`src/rtl/valor_inmediato.sv`:
```
// RV32I immediate generator: extracts and sign-extends the I/S/B/U/J immediate
// of an instruction word and registers it with valid and illegal-format flags.
module valor_inmediato (
  input  logic        clk,
  input  logic        rst,
  input  logic        en,
  input  logic [31:0] inst,
  input  logic [2:0]  tipo,
  output logic [31:0] inmediato,
  output logic        valido,
  output logic        tipo_invalido
);

  typedef enum logic [2:0] {
    FMT_I = 3'b000,
    FMT_S = 3'b001,
    FMT_B = 3'b010,
    FMT_U = 3'b011,
    FMT_J = 3'b100
  } fmt_e;

  logic        sign;
  logic [31:0] imm_next;
  logic        illegal_next;

  assign sign = inst[31];

  // Each arm touches only its own immediate bits, so unknowns elsewhere in
  // the word cannot reach the result.
  always_comb begin
    // NOTE: every signal driven here gets a default first, so no path can
    // leave it unassigned and infer a latch.
    imm_next     = '0;
    illegal_next = 1'b0;
    case (tipo)
      FMT_I:   imm_next = {{20{sign}}, inst[31:20]};
      FMT_S:   imm_next = {{20{sign}}, inst[31:25], inst[11:7]};
      FMT_B:   imm_next = {{19{sign}}, inst[31], inst[7], inst[30:25], inst[11:8], 1'b0};
      FMT_U:   imm_next = {inst[31:12], 12'b0};
      FMT_J:   imm_next = {{11{sign}}, inst[31], inst[19:12], inst[20], inst[30:21], 1'b0};
      default: illegal_next = 1'b1;
    endcase
  end

  always_ff @(posedge clk) begin
    // NOTE: registered state uses non-blocking assignments so every flop
    // samples the pre-edge values regardless of statement order.
    if (rst) begin
      inmediato     <= '0;
      valido        <= 1'b0;
      tipo_invalido <= 1'b0;
    end else if (en) begin
      inmediato     <= imm_next;
      valido        <= 1'b1;
      tipo_invalido <= illegal_next;
    end else begin
      valido        <= 1'b0;
    end
  end

endmodule

```
`config.mk`:
```
export PLATFORM = sky130hd
export DESIGN_NAME = valor_inmediato
export DESIGN_NICKNAME = d
export VERILOG_FILES = /design/src/rtl/valor_inmediato.sv
export SDC_FILE = /design/constraint.sdc
export NUM_CORES = 1
export LEC_CHECK = 0
export BUFFER_PORTS_ARGS = -buffer_cell sky130_fd_sc_hd__buf_2
export CAP_MARGIN = 20
export CORE_ASPECT_RATIO = 1.25
export CORE_UTILIZATION = 28
export DETAILED_ROUTE_END_ITERATION = 12
export GPL_TIMING_DRIVEN = 1
export SLEW_MARGIN = 20
export SYNTH_ARGS = -nofsm -noshare
export SYNTH_HDL_FRONTEND = slang
export SYNTH_SLANG_ARGS = --single-unit
export TNS_END_PERCENT = 1
```
`constraint.sdc`:
```
create_clock -name clk -period 1.03 [get_ports clk]
set_input_delay 0.0515 -clock clk [delete_from_list [all_inputs] [get_ports clk]]
set_output_delay 0.0515 -clock clk [all_outputs]
set_load 0.005 [all_outputs]
```
==> results.sh <==
export IMPL_status="finished, final reports clean"
export IMPL_r2r_slack_ns=0.33
export IMPL_hold_class="input pin to flip-flop"
export IMPL_p_total_mw=2.88
export IMPL_post_synth_cell_area_avg_um2=9.13
export IMPL_syn_inst=163
export IMPL_vdd_drop_max_v=0.000628
export IMPL_p_sw_uw=744
export IMPL_postSynthNetCount=201
export IMPL_synth_top_cell_area_share_pct=45.8
export IMPL_cts_sinks=34
export IMPL_nets=276
export IMPL_rsz0062_at_grt="false"
export IMPL_r2r_cells=2
export IMPL_grtUsageTotal_pct=15.3
export IMPL_place_gp_congestion=0.768
export IMPL_yosys_area_top_type="dfxtp_1"
export IMPL_initial_core_util_pct=29.3
export IMPL_leakage_nw=0.913
export IMPL_critPathArrivalTime_ns=0.79
export IMPL_max_freq_mhz=1190
export IMPL_dieArea_mm2=0.00561
export IMPL_final_core_util_pct=39.9
export IMPL_antenna_found_initial=0
export IMPL_placed_cells=293
export IMPL_reg2reg_to="inmediato[22]"
export IMPL_area_growth_pct=36.2
export IMPL_cts_root_buffer="clkbuf_8"
export IMPL_grt_max_degree=23
export IMPL_finalCritPeriodShare_pct=81.3
export IMPL_cp_end_kind="output pin"
export IMPL_overflow=0
export IMPL_finalClockSkew_ns=0
export IMPL_nFillCells=535
export IMPL_cts_buffer_depth=2
export IMPL_grt_pass1_wl_um=6400
export IMPL_cts_setup_buffers=0
export IMPL_rows=29
export IMPL_ant_nets=0
export IMPL_routed_wl_um=3970
export IMPL_wl_per_cell_um=13.2
export IMPL_async_flop_share_pct=0
export IMPL_critPathSlowestCell="dfxtp_1"
export IMPL_synth_seq_area_share_pct=45.8
export IMPL_htreeDepth=2
export IMPL_regArea_um2=681
export IMPL_holdWs_ns=0.0149
export IMPL_ios=72
export IMPL_pwr_share_seq_pct=49.1
export IMPL_worst_pin_slew_ns=0.321
export IMPL_crit_chain="buf_2"
export IMPL_clkLatencyLatePin_ns=0.28
export IMPL_drive_above_1_share_pct=39.7
export IMPL_drtPass1Iterations=4
export IMPL_multiInputGateArea_um2=708
export IMPL_crit_fanout=3
export IMPL_drtIter0Drc=49
export IMPL_switching_share_pct=25.8
export IMPL_via_count=1476
export IMPL_remaining_drc_errors=0
export IMPL_core_area_mm2=0.00508
export IMPL_crit_path_start="inmediato[22]"
export IMPL_cts_tree="built"
export IMPL_p_int_mw=2.14
export IMPL_yosys_warnings=0
export IMPL_instances_no_fill=301
export IMPL_path_buf_inv=1
export IMPL_hpwl_um=2860
export IMPL_rr_startpoint="inmediato[22]"
export IMPL_yosysUniqueCellTypes=31
export IMPL_cp_required_ns=0.98
export IMPL_cpPeakStageDelay_ns=0.37
export IMPL_diodes=0
export IMPL_die_w_um=67.2
export IMPL_finalSetupViolations=0
export IMPL_dieHeight_um=83.5
export IMPL_crit_path_end="inmediato[22]"
export IMPL_cts_buffers=5
export IMPL_syn_area_mm2=0.00149
export IMPL_grt_pass1_vias=1320
export IMPL_ctsResizeCount=0
export IMPL_numPortBuffers=64
export IMPL_p_comb_share_pct=15.5
export IMPL_crit_family="flip-flops"
export IMPL_synth_edf_count=0
export IMPL_min_period_ns=0.838
export IMPL_cts_hold_buf=0
export IMPL_max_cap_violations=0
export IMPL_yosys_top_cells_area="dfxtp_1, a22oi_1, nor2_1"
export IMPL_worst_setup_path_type="flip-flop to output pin"
export IMPL_cts_clk_slew_worst_paths_ns=0.07
export IMPL_ys_ff_latch=34
export IMPL_routed_via_density=4.90
export IMPL_startpoint_type="flip-flop"
export IMPL_p_clk_share_pct=35.4
export IMPL_min_from="inst[29]"
export IMPL_synthFlopType="dfxtp_1"
export IMPL_maxSlewHeadroom_pct=78.5
export IMPL_powerDensity_mw_per_mm2=1420
export IMPL_slew_viol_final=0
export IMPL_crit_cells=1
export IMPL_finalHoldViolCount=0
[power groups by stage]
stage | Combinational, mW | Sequential [mW] | Clock [mW]
5_1_grt | 0.499 | 1.43 | 1.12
6_report | 0.447 | 1.42 | 1.02
2_1_floorplan | 0.225 | 1.45 | 0
4_1_cts | 0.453 | 1.42 | 1.06
3_3_place_gp | 0.448 | 1.45 | 0
3_5_place_dp | 0.452 | 1.45 | 0
[cells in the mapped netlist, types with 2 or more instances]
master / number
nand2_1: 20
a311oi_1: 5
nor2_1: 22
nand3_1: 7
buf_6: 2
mux2i_1: 6
a22oi_1: 21
inv_1: 2
buf_2: 7
a211oi_1: 8
o21ai_0: 8
a21oi_1: 2
buf_4: 2
dfxtp_1: 34
[cells by family after synthesis]
logic type	count (synthesis)	synth area share (%)
AOI/OAI and AO/OA	50	24.6
buffers and inverters	15	6.64
xor gates and xnor gates	1	0.589
muxes	7	4.79
adders and majority gates	1	0.673
DFF	34	45.8
and+or+nand+nor	55	16.9
[area by class of cell]
cell class | instances | area share [%]
clock buffer | 7 | 4.26
clock inverter | 1 | 0.247
inverter | 2 | 0.371
multi-input combinational | 114 | 35.0
sequential | 34 | 33.6
tap | 62 | 3.83
timing repair buffer | 81 | 22.7
[layer usage]
| layer | GRT usage [%] | up-vias | part of all wire (%) |
|---|---|---|---|
| li1 | - | 744 | - |
| met1 | 18.3 | 687 | 45 |
| met2 | 24.9 | 39 | 48 |
| met3 | 4.92 | 6 | 5.8 |
| met4 | 5.22 | 0 | 1.4 |
| met5 | 0 | - | 0 |
[placed cells by master, fill, tap and decap left out]
master     n
a211oi_1   8
a21o_1     1
a21oi_1    2
a22oi_1   21
a22oi_2    1
a311oi_1   5
a31oi_1    1
a31oi_2    1
and3b_1    1
and4bb_2   1
buf_12     1
buf_2     64
buf_4     16
clkbuf_1   1
clkbuf_8   6
clkinv_2   1
dfxtp_1   34
inv_1      2
maj3_1     1
mux2_2     1
mux2i_1    6
nand2_1   20
nand2b_1   1
nand3_1    7
nor2_1    22
nor2_2     1
nor2b_1    1
nor3b_4    1
o21a_1     1
o21ai_0    8
o21ai_2    1
xor2_1     1
[state kept, by name, indices dropped and copies added (netlist names)]
register	count
valido	1
tipo_invalido	1
inmediato	32
[through the flow]
| step | instance area [µm²] | setup TNS, ns | worst slack (ns) |
|---|---|---|---|
| 2_1_floorplan | 1490 | 0 | 0.0890 |
| 3_3_place_gp | 1930 | -0.0153 | -0.00865 |
| 3_5_place_dp | 1930 | -0.137 | -0.0303 |
| 4_1_cts | 2030 | 0 | 0.183 |
| 5_1_grt | 2030 | 0 | 0.139 |
| 6_report | 2030 | 0 | 0.192 |
[how the worst min path moves through the flow]
stage                     depth (start not counted)       endpoint  slack, ns
after detailed placement                          3   inmediato[9]       0.31
after floorplan                                   2   inmediato[8]       0.20
after global routing                              3  inmediato[17]       0.03
final                                             3   inmediato[9]       0.01
after global placement                            3   inmediato[9]       0.30
after CTS                                         3   inmediato[9]      0.008
Power figures use the tool's default switching activity.
